`src/rtl/debounce_sync.sv`:
```
// Purpose: synchronise a raw async input and debounce it into a clean level with rise/fall strobes.
// Latency: q_clean follows a stable din on the (SYNC_STAGES + DEBOUNCE_CYCLES)-th sampling edge.
// Backpressure: none; free-running conditioning stage. Optional macro DEBOUNCE_EDGE_CNT_EN adds edge_count.
module debounce_sync #(
    parameter int SYNC_STAGES     = 2,
    parameter int DEBOUNCE_CYCLES = 4,
    parameter int CNT_W           = 8
) (
    input  logic             clk,
    input  logic             reset,
    input  logic             din,
    output logic             q_clean,
    output logic             rise,
    output logic             fall
`ifdef DEBOUNCE_EDGE_CNT_EN
    ,
    output logic [CNT_W-1:0] edge_count
`endif
);

    typedef enum logic [0:0] {
        IDLE  = 1'b0,
        CHECK = 1'b1
    } state_t;

    // Count value at which the next disagreeing sample is the qualifying one.
    localparam logic [CNT_W-1:0] LAST = CNT_W'(DEBOUNCE_CYCLES - 1);

    logic [SYNC_STAGES-1:0] sync;
    logic                   s;
    state_t                 state;
    state_t                 state_nxt;
    logic [CNT_W-1:0]       cnt;
    logic [CNT_W-1:0]       cnt_nxt;
    logic                   q_nxt;
    logic                   rise_nxt;
    logic                   fall_nxt;

    assign s = sync[SYNC_STAGES-1];

    // Synchroniser chain: din enters at bit 0 and shifts toward the last stage.
    always_ff @(posedge clk) begin
        if (reset) begin
            sync <= '0;
        end else begin
            sync <= {sync[SYNC_STAGES-2:0], din};
        end
    end

    // State, stability counter and registered outputs.
    always_ff @(posedge clk) begin
        if (reset) begin
            state   <= IDLE;
            cnt     <= '0;
            q_clean <= 1'b0;
            rise    <= 1'b0;
            fall    <= 1'b0;
        end else begin
            state   <= state_nxt;
            cnt     <= cnt_nxt;
            q_clean <= q_nxt;
            rise    <= rise_nxt;
            fall    <= fall_nxt;
        end
    end

    // Next-state logic: qualify a run of samples that disagree with q_clean.
    always_comb begin
        state_nxt = state;
        cnt_nxt   = cnt;
        q_nxt     = q_clean;
        case (state)
            IDLE: begin
                if (s != q_clean) begin
                    if (DEBOUNCE_CYCLES == 1) begin
                        q_nxt = s;
                    end else begin
                        cnt_nxt   = CNT_W'(1);
                        state_nxt = CHECK;
                    end
                end else begin
                    cnt_nxt = '0;
                end
            end
            CHECK: begin
                if (s == q_clean) begin
                    // Bounced back before qualifying: drop the partial count.
                    cnt_nxt   = '0;
                    state_nxt = IDLE;
                end else if (cnt == LAST) begin
                    q_nxt     = s;
                    cnt_nxt   = '0;
                    state_nxt = IDLE;
                end else begin
                    cnt_nxt = cnt + CNT_W'(1);
                end
            end
            default: begin
                cnt_nxt   = '0;
                state_nxt = IDLE;
            end
        endcase
        rise_nxt = q_nxt & ~q_clean;
        fall_nxt = ~q_nxt & q_clean;
    end

`ifdef DEBOUNCE_EDGE_CNT_EN
    // Free-running count of qualified rising edges; wraps silently.
    always_ff @(posedge clk) begin
        if (reset) begin
            edge_count <= '0;
        end else if (rise) begin
            edge_count <= edge_count + CNT_W'(1);
        end
    end
`else
    // Edge counter not built in this configuration.
`endif

endmodule

```
`config.mk`:
```
export PLATFORM = sky130hd
export DESIGN_NAME = debounce_sync
export DESIGN_NICKNAME = d
export VERILOG_FILES = /design/src/rtl/debounce_sync.sv
export SDC_FILE = /design/constraint.sdc
export NUM_CORES = 1
export LEC_CHECK = 0
export BUFFER_PORTS_ARGS = -buffer_cell sky130_fd_sc_hd__buf_4
export CORE_AREA = 5 5 42 44
export DETAILED_ROUTE_END_ITERATION = 16
export DIE_AREA = 0 0 47 49
export SKIP_CTS_REPAIR_TIMING = 1
export SYNTH_ARGS = -nofsm -noshare
export SYNTH_HDL_FRONTEND = slang
export SYNTH_SLANG_ARGS = --single-unit
export TNS_END_PERCENT = 10
```
`constraint.sdc`:
```
create_clock -name clk -period 4.3 [get_ports clk]
set_clock_uncertainty 0.05 [all_clocks]
set_input_delay 0.43 -clock clk [delete_from_list [all_inputs] [get_ports clk]]
set_output_delay 0.43 -clock clk [all_outputs]
set_load 0.01 [all_outputs]
```
==> qor.yml, run 1 <==
layout:
  fin_nets: 74
  layout_commonest_cell: "dfxtp_1"
  fin_cells: 85
  syn2layout_area_growth_pct: 15.6
  register_area_sq_um: 280
  final_cell_mix: "dfxtp_1, nor2_1, buf_4"
  stdcell_area_sq_um: 659
  diodes: 0
  fill_cells: 142
  multiInputGateArea_sq_um: 274
  drive_gt1_frac: 0.174
job:
  cap_viol_max_count: 0
clock_network:
  cts.clk_slew.worst_paths_ns: 0.08
  cts_buffers: 3
  cts_tree: "yes"
  cts_sinks: 14
  clock-root-buffer: "clkbuf_4"
  worstSkewPairLatency_ns: 0.28
  cts_buffer_depth: 2
  cts_max_level: 1
critical_path:
  critPathMaxStageDelay_ns: 0.56
  critPathMaxFanout: 6
  r2r_start: "cnt[0]"
  cp_slowest_cell: "or4b_1"
  r2r_end: "cnt[2]"
  path_cells: "ha_1 -> or4b_1 -> o211ai_1 -> nor2_1"
  r2r_setup_slack_ns: 2.47
  rr_worst_depth: 4
  cp.arrival_ns: 1.94
  setup.worst_path.start_class: "register"
  end_kind: "register"
  worstPathRequired_ns: 4.41
  path_class: "register to register"
yosys:
  synth_area_leaders: "dfxtp_1, xor2_1, nor2b_1"
  yosys_warnings: 0
  ys.flop_type: "dfxtp_1"
  ys_seq_area_frac: 0.491
  synth.avg_cell_area_sq_um: 9.35
  postSynth.asyncResetShare: 0
  synth_top_area_share: 0.491
  synth_edf_count: 0
  syn_area_sq_um: 571
  synth_cells: 61
  synth_seq_cells: 14
  syn_nets: 65
  yosysTopAreaCell: "dfxtp_1"
  yosysUniqueCellTypes: 24
drt:
  firstDrtPassIters: 4
  wl_per_cell_um: 10.4
  totalWireLength_um: 886
  drt_iter0_drc: 3
  drcViolationCount: 0
  antenna_left: 0
  vias: 453
  vias_per_cell: 5.33
timing:
  relSlewSlack: 0.726
  maxClockFrequency_mhz: 546
  setup_ws_ns: 2.47
  finalHoldViolations: 0
  fin_crit_sh: 0.426
  rsz0062_at_grt: "false"
  slew_viol_final: 0
  worst_slew_pin_slew_ns: 0.409
  timing.setup.tns_ns: 0
  final.min_clock_period_ns: 1.83
  final-setup-viol-count: 0
  timing.hold.ws_ns: 0.301
global_routing:
  grt_max_degree: 9
  grt_usage: 0.0890
  grt_pass1_vias: 371
  grt_pass1_wl_mm: 1.48
  overflow: 0
  antenna_found_initial: 0
min_path:
  hold_depth: 2
  min_path_type: "primary input to register"
  min_from: "reset"
  holdPathEnd: "sync[1]"
die:
  initial_core_util: 0.407
  rows: 14
  die-area_sq_mm: 0.00230
  ios: 6
  die_h_um: 49
  core-area_sq_mm: 0.00140
  chipWidth_um: 47
power:
  power.density_mw_per_mm2: 349
  p_leak_nw: 0.231
  peakVddDrop_mv: 0.190
outcome:
  status: "completed"
placement:
  dp_slack_ns: 2.48
  gp_congestion: 0.763
  placed_cell_area_sq_um: 623
  dp.cells: 81
  dp_hpwl_um: 650
  portBuffers: 5
through the flow:
stage,power (W),utilization
after floorplan,0.000137,-
after detailed placement,0.000140,0.445
final,0.000230,0.471
after global placement,0.000140,0.445
after global routing,0.000241,0.471
after CTS,0.000232,0.471
worst max-delay path, delay by kind of cell (launching register included):
| family | cells | cell delay (ns) |
|---|---|---|
| and+or+nand+nor | 2 | 0.65 |
| AOI/OAI and AO/OA | 1 | 0.42 |
| DFF | 1 | 0.37 |
| adders and majority gates | 1 | 0.23 |
layer usage:
metal  vias to the layer above  share of wire  global-route usage
li1                        231              -                   -
met1                       208           0.49               0.111
met4                         0          0.036              0.0691
met2                         9           0.42               0.118
met5                         -              0                   0
met3                         5          0.052              0.0332
state kept, by name, indices dropped and copies added (netlist names):
name,count
rise,1
q_clean,1
sync,2
cnt,8
state,1
fall,1
kinds of logic (layout without fill, tap and decap cells):
logic type               Yosys count  in the layout  share of synthesized area
flip-flops                        14             14                      0.491
AND/OR/NAND/NOR                   27             27                      0.285
buffers and inverters              4             12                     0.0285
AO/OA/AOI/OAI                     11             11                      0.112
XOR/XNOR                           4              4                     0.0614
adder cells (fa/ha/maj)            1              1                     0.0219
layout make-up:
cell class                      count  area share
Multi-Input combinational cell     43       0.416
Tap cell                           16      0.0304
Sequential cell                    14       0.425
Inverter                            3      0.0171
Timing Repair Buffer                5      0.0569
Clock buffer                        4      0.0550
Yosys cell counts (all sizes together) (2+ instances only):
cell and number:
o21ai 4, a21oi 4, inv 3, dfxtp 14
nand3 3, or3 4, xor2 3, nand2 2
or4b 2, nor2b 4, nor2 6, nand2b 2
worst max path at each step:
stage / start / depth (start not counted) / to
floorplan: cnt[0] / 5 / fall
global placement: cnt[0] / 4 / cnt[2]
detailed placement: cnt[0] / 4 / cnt[2]
CTS: cnt[0] / 4 / cnt[2]
global route: cnt[0] / 4 / cnt[2]
finish: cnt[0] / 4 / cnt[2]
power breakdown:
| part | leakage, nW | internal (W) | switching [W] | total (W) |
|---|---|---|---|---|
| Sequential | 0.113 | 0.000131 | 0.000000951 | 0.000132 |
| Combinational | 0.0963 | 0.00000281 | 0.00000228 | 0.00000509 |
| Clock | 0.0210 | 0.0000515 | 0.0000419 | 0.0000935 |
| Total | 0.231 | 0.000185 | 0.0000452 | 0.000230 |
No activity file was read; power rests on OpenSTA's default activity.
==> inputs of run 2 (changes only) <==
==> constraint.sdc (replaced) <==
create_clock -name clk -period 1.5 [get_ports clk]
set_clock_uncertainty 0.05 [all_clocks]
set_input_delay 0.15 -clock clk [delete_from_list [all_inputs] [get_ports clk]]
set_output_delay 0.15 -clock clk [all_outputs]
set_load 0.01 [all_outputs]
==> qor.yml, run 2 (synthesis results as in run 1) <==
timing:
  finalHoldViolations: 0  # unchanged
  fin_crit_sh: 1.03  # was 0.426
  slew_viol_final: 0  # unchanged
  setup_ws_ns: -0.0437  # was 2.47 ns
  timing.hold.ws_ns: 0.0315  # was 0.301 ns
  relSlewSlack: 0.810  # was 0.726
  worst_slew_pin_slew_ns: 0.283  # was 0.409 ns
  rsz0062_at_grt: "true"  # was false
  final-setup-viol-count: 7  # was 0
  maxClockFrequency_mhz: 648  # was 546 MHz
  timing.setup.tns_ns: -0.144  # was 0 ns
  final.min_clock_period_ns: 1.54  # was 1.83 ns
drt:
  drcViolationCount: 0  # unchanged
  vias_per_cell: 5.14  # was 5.33
  antenna_left: 0  # unchanged
  vias: 473  # was 453
  wl_per_cell_um: 12.4  # was 10.4 um
  drt_iter0_drc: 4  # was 3
  totalWireLength_mm: 1.14  # was 886 um
  firstDrtPassIters: 4  # unchanged
critical_path:
  end_kind: "register"  # unchanged
  crit_start: "cnt[1]"  # was cnt[0]
  rr_worst_depth: 4  # unchanged
  critPathMaxFanout: 4  # was 6
  setup.worst_path.start_class: "register"  # unchanged
  r2r_setup_slack_ns: -0.04  # was 2.47 ns
  worstPathRequired_ns: 1.65  # was 4.41 ns
  path_class: "register to register"  # unchanged
  r2r_start: "cnt[1]"  # was cnt[0]
  cp.arrival_ns: 1.69  # was 1.94 ns
global_routing:
  grt_max_degree: 8  # was 9
  grt_pass1_vias: 450  # was 371
  antenna_found_initial: 0  # unchanged
  overflow: 0  # unchanged
  grt_usage: 0.109  # was 0.0890
  grt_pass1_wl_mm: 1.81  # was 1.48 mm
outcome:
  status: "finished, violations left"  # was completed
  violations: "setup timing"
placement:
  dp_slack_ns: -0.103  # was 2.48 ns
  gp_congestion: 0.725  # was 0.763
  portBuffers: 5  # unchanged
  dp_hpwl_um: 787  # was 650 um
  placed_cell_area_sq_um: 698  # was 623 sq um
min_path:
  min_path_type: "primary input to register"  # unchanged
  hold_depth: 2  # unchanged
  min_from: "reset"  # unchanged
die:
  die_h_um: 49  # unchanged
  initial_core_util: 0.407  # unchanged
  die-area_sq_mm: 0.00230  # unchanged
  ios: 6  # unchanged
  core-area_sq_mm: 0.00140  # unchanged
  chipWidth_um: 47  # unchanged
  rows: 14  # unchanged
layout:
  diodes: 0  # unchanged
  stdcell_area_sq_um: 751  # was 659 sq um
  layout_commonest_cell: "buf_4"  # was dfxtp_1
  syn2layout_area_growth_pct: 31.6  # was 15.6%
  final_cell_mix: "buf_4, dfxtp_1, nor2_1"  # was dfxtp_1, nor2_1, buf_4
  largest_register_ffs: 8  # unchanged
  top_regs: "cnt x8, sync x2"  # unchanged
  drive_gt1_frac: 0.342  # was 0.174
  fill_cells: 130  # was 142
  regMostFlops: "cnt"  # unchanged
  fin_nets: 82  # was 74
power:
  peakVddDrop_mv: 0.486  # was 0.190 mV
  power.density_mw_per_mm2: 811  # was 349 mW/mm^2
  power_w: 0.000609  # was 0.000230 W
  p_leak_nw: 0.280  # was 0.231 nW
job:
  cap_viol_max_count: 0  # unchanged
clock_network:
  worstSkewPairLatency_ns: 0.28  # about the same
  clock-root-buffer: "clkbuf_4"  # unchanged
  cts_sinks: 14  # unchanged
  cts_max_level: 1  # unchanged
  cts.clk_slew.worst_paths_ns: 0.08  # about the same
  cts_buffer_depth: 2  # unchanged
  cts_buffers: 3  # unchanged
  cts_tree: "yes"  # unchanged
==> run 2: worst max-delay path: stages, from the launching register on <==
cell     delay (ns)
dfxtp_2        0.36
ha_4           0.13
or4b_4         0.48
or2_4          0.26
nor4b_4        0.19
==> run 2: cell type report <==
cell class / count / area [sq um] / share of cell area
Sequential cell: 14 / 283 / 0.377
Multi-Input combinational cell: 43 / 317 / 0.422
Clock buffer: 3 / 22.5 / 0.0300
Tap cell: 16 / 20.0 / 0.0267
Timing Repair Buffer: 13 / 97.6 / 0.130
Inverter: 3 / 11.3 / 0.0150
==> run 2: stage by stage <==
step           std cells   util
5_1_grt               92  0.536
3_3_place_gp          89  0.498
6_report              92  0.536
4_1_cts               92  0.514
3_5_place_dp          89  0.498
2_1_floorplan         61      -
==> run 2: power breakdown <==
| part | switching (W) | internal, W |
|---|---|---|
| combinational | 0.00000928 | 0.0000106 |
| sequential | 0.00000268 | 0.000375 |
| clock | 0.000118 | 0.0000932 |
| total | 0.000130 | 0.000479 |
==> run 2: path summary, 6_finish.rpt <==
check,end
max,fall
min,sync[1]
max reg2reg,fall
min reg2reg,sync[1]
==> run 2: layer usage <==
metal	track usage	vias up	share of wire
met5	0	-	0
met4	0.0829	0	0.032
met3	0.0332	4	0.038
met2	0.163	7	0.51
met1	0.124	220	0.42
li1	-	242	-
